**config.mk**
```make
export PLATFORM = sky130hd
export DESIGN_NAME = dma_xfer_ctrl
export DESIGN_NICKNAME = d
export VERILOG_FILES = /design/src/rtl/dma_xfer_ctrl.sv
export SDC_FILE = /design/constraint.sdc
export NUM_CORES = 1
export LEC_CHECK = 0
export ABC_AREA = 1
export CORE_MARGIN = 5
export CORE_UTILIZATION = 45
export CTS_BUF_LIST = sky130_fd_sc_hd__clkbuf_8 sky130_fd_sc_hd__clkbuf_16
export DETAILED_ROUTE_END_ITERATION = 7
export GPL_TIMING_DRIVEN = 0
export PLACE_DENSITY = 0.7
export SLEW_MARGIN = 5
export SYNTH_ARGS = -nofsm -noshare
export SYNTH_HDL_FRONTEND = slang
export SYNTH_SLANG_ARGS = --single-unit
```
**constraint.sdc**
```tcl
create_clock -name clk -period 1.6 [get_ports clk]
set_input_delay 0.32 -clock clk [delete_from_list [all_inputs] [get_ports clk]]
set_output_delay 0.32 -clock clk [all_outputs]
set_load 0.02 [all_outputs]
```
**src/rtl/dma_xfer_ctrl.sv**
```systemverilog
// Single-channel DMA transfer controller: register file, address/word counters and IDLE/WAIT/ACK/DONE handshake FSM.
// Optional feature: define DMA_AUTO_RELOAD_EN to enable block auto-reload when ctrl[1]=1.
module dma_xfer_ctrl #(
    parameter int ADDR_W = 8,
    parameter int CNT_W  = 8
) (
    input  logic              clk,
    input  logic              res,
    input  logic              cfg_wr,
    input  logic [1:0]        cfg_sel,
    input  logic [ADDR_W-1:0] cfg_data,
    input  logic              start,
    input  logic              abort,
    input  logic              dreq,
    output logic              dack,
    output logic [ADDR_W-1:0] addr_out,
    output logic [CNT_W-1:0]  words_left,
    output logic              busy,
    output logic              tc,
    output logic              done
);

    typedef enum logic [1:0] {
        S_IDLE = 2'd0,
        S_WAIT = 2'd1,
        S_ACK  = 2'd2,
        S_DONE = 2'd3
    } state_t;

`ifdef DMA_AUTO_RELOAD_EN
    localparam bit AUTO_RELOAD = 1'b1;
`else
    localparam bit AUTO_RELOAD = 1'b0;
`endif

    localparam logic [ADDR_W-1:0] ADDR_ONE = ADDR_W'(1);
    localparam logic [CNT_W-1:0]  CNT_ONE  = CNT_W'(1);

    state_t            state;
    logic [ADDR_W-1:0] addr_base;
    logic [CNT_W-1:0]  count_init;
    logic [1:0]        ctrl;
    logic              reload_en;
    logic              cfg_open;

    // ctrl[1] is kept in every build; it only has an effect when reload is compiled in.
    assign reload_en = AUTO_RELOAD & ctrl[1];
    assign cfg_open  = (state == S_IDLE) || (state == S_DONE);

    // NOTE: all state below uses non-blocking assignments so every register
    // samples the pre-edge values of its neighbours, as real flops do.
    always_ff @(posedge clk) begin
        if (res) begin
            state      <= S_IDLE;
            addr_base  <= '0;
            count_init <= '0;
            ctrl       <= '0;
            addr_out   <= '0;
            words_left <= '0;
            dack       <= 1'b0;
            busy       <= 1'b0;
            tc         <= 1'b0;
            done       <= 1'b0;
        end else begin
            if (cfg_wr && cfg_open) begin
                case (cfg_sel)
                    2'd0:    addr_base  <= cfg_data;
                    2'd1:    count_init <= cfg_data[CNT_W-1:0];
                    2'd2:    ctrl       <= cfg_data[1:0];
                    default: ;
                endcase
            end

            if (abort) begin
                // Counters deliberately hold their values so software can see how far the block got.
                state <= S_IDLE;
                dack  <= 1'b0;
                tc    <= 1'b0;
                busy  <= 1'b0;
                done  <= 1'b0;
            end else begin
                case (state)
                    S_IDLE, S_DONE: begin
                        if (start) begin
                            addr_out   <= addr_base;
                            words_left <= count_init;
                            dack       <= 1'b0;
                            tc         <= 1'b0;
                            if (count_init == '0) begin
                                state <= S_DONE;
                                busy  <= 1'b0;
                                done  <= 1'b1;
                            end else begin
                                state <= S_WAIT;
                                busy  <= 1'b1;
                                done  <= 1'b0;
                            end
                        end
                    end
                    S_WAIT: begin
                        if (dreq) begin
                            state <= S_ACK;
                            dack  <= 1'b1;
                            tc    <= (words_left == CNT_ONE);
                        end
                    end
                    S_ACK: begin
                        dack <= 1'b0;
                        tc   <= 1'b0;
                        if (words_left == CNT_ONE && reload_en) begin
                            addr_out   <= addr_base;
                            words_left <= count_init;
                            state      <= S_WAIT;
                        end else begin
                            addr_out   <= ctrl[0] ? addr_out + ADDR_ONE : addr_out - ADDR_ONE;
                            words_left <= words_left - CNT_ONE;
                            if (words_left == CNT_ONE) begin
                                state <= S_DONE;
                                busy  <= 1'b0;
                                done  <= 1'b1;
                            end else begin
                                state <= S_WAIT;
                            end
                        end
                    end
                    default: state <= S_IDLE;
                endcase
            end
        end
    end

endmodule

```
**Word-level counts from Yosys, hierarchy flattened**

Cells that the tools add are included.

- Mux-type cells: 23
- Add/sub/neg operators: 3
- Bitwise gates (word level): 1
- Reductions and logical operators: 14
- Equal/unequal tests: 9

Operators by type and width:

| kind | number |
|---|---|
| case mux 8 bit (2 select lines) | 2 |
| 2-to-1 mux 8 bit | 3 |
| subtractor 8 x 1 -> 8 bit, second input constant | 2 |
| 2-to-1 mux 1 bit | 9 |
| adder 8 x 1 -> 8 bit, second input constant | 1 |
| == test 8 x 1 -> 1 bit, second input constant | 1 |
| logical NOT 8 bit | 1 |
| 2-to-1 mux 2 bit | 4 |
| AND reduction 2 bit | 4 |
| == test 2 bit, second input constant | 3 |
| != test 2 bit, second input constant | 3 |
| case mux 1 bit (3 select lines) | 2 |
| case mux 2 bit (3 select lines) | 1 |
| AND reduction 3 bit | 2 |
| == test 2 x 1 -> 1 bit, second input constant | 2 |
| logical NOT 2 bit | 2 |
| case mux 1 bit (2 select lines) | 2 |
| OR reduction 2 bit | 2 |
| nonzero test 2 bit | 1 |
| logical AND 1 bit | 1 |
| logical OR 1 bit | 1 |
| inverter 1 bit | 1 |

- Output and inout port bits: 20
- Register bits: 39
- Input bits: 16
- Word-level logic and storage cells: 60

**Logic depth before layout (Yosys ltp)**

- Depth in word-level cells: 4
- Gate-level depth with buffers: 11

**Worst setup path after synthesis**

Ideal clock, no wire load.

- Path kind: reg2reg
- Start: register ctrl[0]
- End: register addr_out[7]
- Required time: 1468 ps
- Stages on the path, launching flop included: 10
- Buffers on the path: 0
- Library setup time: 132 ps
- Arrival: 1423 ps
- Slack: 45 ps
- Cells stage by stage: dfxtp_1 -> inv_1 -> ha_1 -> or2_2 -> nand3_1 -> nand2_1 -> nand2_1 -> nand3_1 -> nand2_1 -> a21oi_1

- Longest elaborated chain between the ends: 2

Ends and longest elaborated chain:

| item | RTL line | RTL |
|---|---|---|
| start: declaration | 42 | `logic [1:0] ctrl;` |
| start signal: assignment | 69 | `2'd2: ctrl <= cfg_data[1:0];` |
| 2-to-1 mux 8 bit | 115 | `addr_out <= ctrl[0] ? addr_out + ADDR_ONE : addr_out - ADDR_ONE;` |
| case mux 8 bit (2 select lines) | 82 | `case (state)` |
| end signal: assignment | 85 | `addr_out <= addr_base;` |
| end signal: assignment | 111 | `addr_out <= addr_base;` |
| end signal: assignment | 115 |  |
| end: declaration | 16 | `output logic [ADDR_W-1:0] addr_out,` |

Every way passes these cells.
A chain may end at the register's enable or synchronous reset.

**Final worst setup path**

- Start: register state[0]
- End: register addr_out[3]

- Longest elaborated chain between the ends: 4

Ends and longest elaborated chain:

| item | RTL line | RTL |
|---|---|---|
| start: declaration | 39 | `state_t state;` |
| start signal: assignment | 54 | `state <= S_IDLE;` |
| start signal: assignment | 76 | `state <= S_IDLE;` |
| start signal: assignment | 90 | `state <= S_DONE;` |
| == test 2 bit or logical NOT 2 bit (tied branches) | 82 |  |
| OR reduction 2 bit | 82 |  |
| != test 2 bit (no line) or nonzero test 2 bit (tied branches) | - |  |
| AND reduction 3 bit (no line) | - |  |

Parallel ways exist; a longest one is shown, timed or not.

==> results by group <==
Run status
  – Status: completed

Synthesis
  – Synth Flop Type: dfxtp_1
  – Register area share after synthesis: 0.366
  – Most common cell in the netlist: nand2_1
  – Cell taking the most area after synthesis: dfxtp_1
  – EDFF count, synth: 0
  – Post-synthesis cell type count: 32
  – Post-synthesis cell count: around 310
  – Cell area after synthesis: 2130 µm²
  – Area contributors post-synth: dfxtp_1, nand2_1, a21oi_1
  – Synth async-reset ratio: 0
  – Flops & latches, synth: 39
  – Warnings from Yosys: 0
  – Post-Syn Area per Cell: 6.99 µm²
  – Synth top cells by count: nand2_1, dfxtp_1, a21oi_1, inv_1, nor2_1
  – Yosys top cell area share: 0.366
  – Syn nets: around 330

Layout
  – Area of the multi-input gates: 1270 µm²
  – Post-Layout Cell Count: 408
  – Syn-to-layout area delta: 33.8%
  – Register area: around 790 µm²
  – Share of cells above drive strength 1: 0.164
  – Fillers: 435
  – Net count reported at finish: 381
  – Antenna cells: 0

Worst setup path
  – Critical path data arrival time: 1.77 ns
  – Worst path bufs/invs: 4
  – Slowest cell on crit path: dfxtp_2
  – CP max stage delay: 0.34 ns
  – Crit end category: flip-flop
  – CP delay by family, top: simple AND/OR/NAND/NOR gates
  – Crit path cell chain: inv_2 > ha_4 > inv_4 > or2_4 > nand2_8 > inv_8 > clkbuf_16 > o21ai_2 > a21oi_1
  – Critical path launch point type: flip-flop
  – Data required, critical path: 1.79 ns
  – CP Max Fanout: 8
  – Worst Setup Path Type: flip-flop to flip-flop

Timing
  – Tcrit/Tclk final: 0.988
  – Slew @ Worst Pin: 0.490 ns
  – Setup Skew: around 0.0037 ns
  – Setup violators final: 0
  – Fmax achieved: 633 MHz
  – Fin crit period: 1.58 ns
  – Final Hold Viols: 0
  – Slew Limit Fails: 0
  – Max_slew headroom: 0.673
  – Setup TNS: 0 ns
  – RSZ-0062 raised after global routing: true

Run
  – Max_cap viols: 0

Clocking
  – CTS HTree Levels: 2
  – Clock slew at reported path FFs: 0.07 ns
  – CTS Buffer Depth: 2
  – Num CTS Buffers: 5
  – Root Buffer: clkbuf_8
  – Num Clock Sinks: 39
  – CTS tree: done
  – Latest clock arrival within the worst-skew pair: 0.29 ns
  – Post-cts hold buffer count: 0

Global routing
  – Vias in the first global route: 1957
  – Initial antenna violation count: 0
  – GRT Total Usage: 0.175
  – Grt total ovfl: 0
  – Largest net degree at the start of global routing: 12
  – Wire length of the first global-routing pass: 8740 µm

Drt
  – Drt wl/cell: 13.7 µm
  – Drt via density: 5.34
  – ANT nets after route: 0
  – Via count: 2177
  – # DRC: 0
  – DRT Wirelength: 5590 µm
  – DRT Pass-1 Iters: 4
  – Initial DRC count: 79

Pwr
  – Pleak: 1.29 nW
  – VDD IR max: 507 µV
  – Internal Power: ~0.0018 W
  – Switching Fraction: 0.333
  – Total power: ~0.0027 W
  – Gate power share: 0.314
  – Seq pwr share: 0.412
  – Clk pwr share: 0.274
  – Pwr Density: between 900 and 1000 nW/µm²
  – Sw power: 0.000885 W

Floorplan
  – Initial core utilization: 0.457
  – Core Area: 4660 µm²
  – Placement Rows: 25
  – Die height: 78.8 µm
  – # IOs: 36
  – Die area: 6210 µm²
  – Die W: 78.8 µm

Placement
  – HPWL after DPL: 3980 µm
  – # port buffers: 35
  – Placed Cells: 394
  – Placer Congestion: between 0.8 and 0.9

Worst hold path
  – Min-Delay Path Class: flip-flop to flip-flop
cell type report:
| type | count | area share |
|---|---|---|
| repair buffers | 41 | 0.140 |
| inverters | 40 | 0.0579 |
| well taps | 54 | 0.0237 |
| clock buffers | 7 | 0.0338 |
| flip-flops and latches | 39 | 0.276 |
| clock inverters | 1 | 0.00132 |
| plain buffers | 9 | 0.0219 |
| multi-input cells | 217 | 0.445 |
stage by stage:
stage	area [µm²]	utilization	hold WS [ns]	setup WS, ns
3_5_place_dp	2550	0.547	0.457	-0.223
3_3_place_gp	2550	0.547	0.451	-0.207
5_1_grt	2850	0.612	0.493	-0.0591
2_1_floorplan	2130	-	0.430	0.0450
6_report	2850	0.612	0.465	0.0198
4_1_cts	2680	0.575	0.468	0.00729
path summary, 6_finish.rpt:
kind	from	to	slack [ns]	depth (start not counted)
setup / recovery	state[0]	addr_out[3]	0.02	9
hold / removal	tc	tc	0.47	2
setup reg to reg	state[0]	addr_out[3]	0.02	9
hold reg to reg	tc	tc	0.47	2
power groups by stage:
stage                     Combinational, W  Clock, W  Sequential, W
after floorplan                   0.000465         0        0.00115
after global placement            0.000721         0        0.00111
after detailed placement          0.000731         0        0.00111
after CTS                         0.000743  0.000747        0.00109
after global routing              0.000928  0.000783        0.00111
final                             0.000837  0.000728        0.00110
flip-flops by register name, summed over array words and instances, names as in the netlist:
register and cells:
done 1, count_init 8, dack 1, addr_base 8
tc 1, state 2, ctrl 1, busy 1
words_left 8, addr_out 8
worst min-delay path, stage by stage (launching register included):
cell     delay [ns]
dfxtp_1        0.31
nand2_1        0.06
a21oi_1        0.05
per-layer routing:
layer  wire length [µm]  track usage  part of all wire  vias up
met5                  0            0                 0        -
met4                116       0.0756             0.021        0
met3                294       0.0420             0.053       13
met2               2610        0.281              0.47       60
met1               2570        0.225              0.46      998
li1                   -            -                 -     1106
timing repair:
item	in CTS	in global routing
setup endpoints to repair	43	22
cloned	0	1
pin swaps	0	8
resized for setup	24	35
buffers inserted	2	3
layout by cell type, fill, tap and decap left out, drive strengths merged, types with 3 or more instances in the layout:
cell type | synthesis | layout
inv | 40 | 41
clkbuf | 3 | 11
nand4 | 3 | 3
buf | 6 | 11
nor2 | 38 | 38
a21oi | 37 | 37
a31oi | 3 | 3
dfxtp | 39 | 39
dlygate4sd2 | 0 | 15
nand3 | 16 | 16
or2 | 3 | 3
clkdlybuf4s50 | 0 | 18
ha | 11 | 11
o21ai | 35 | 35
nand2 | 57 | 57
nor3 | 4 | 4
kinds of logic after synthesis:
logic type,count (synthesis),share of synthesized area
AND/OR/NAND/NOR,124,0.257
buffers and inverters,49,0.0951
AO/OA/AOI/OAI,80,0.204
flip-flops,39,0.366
XOR/XNOR,1,0.00411
adder cells (fa/ha/maj),12,0.0740
(Power assumes the default switching activity.)
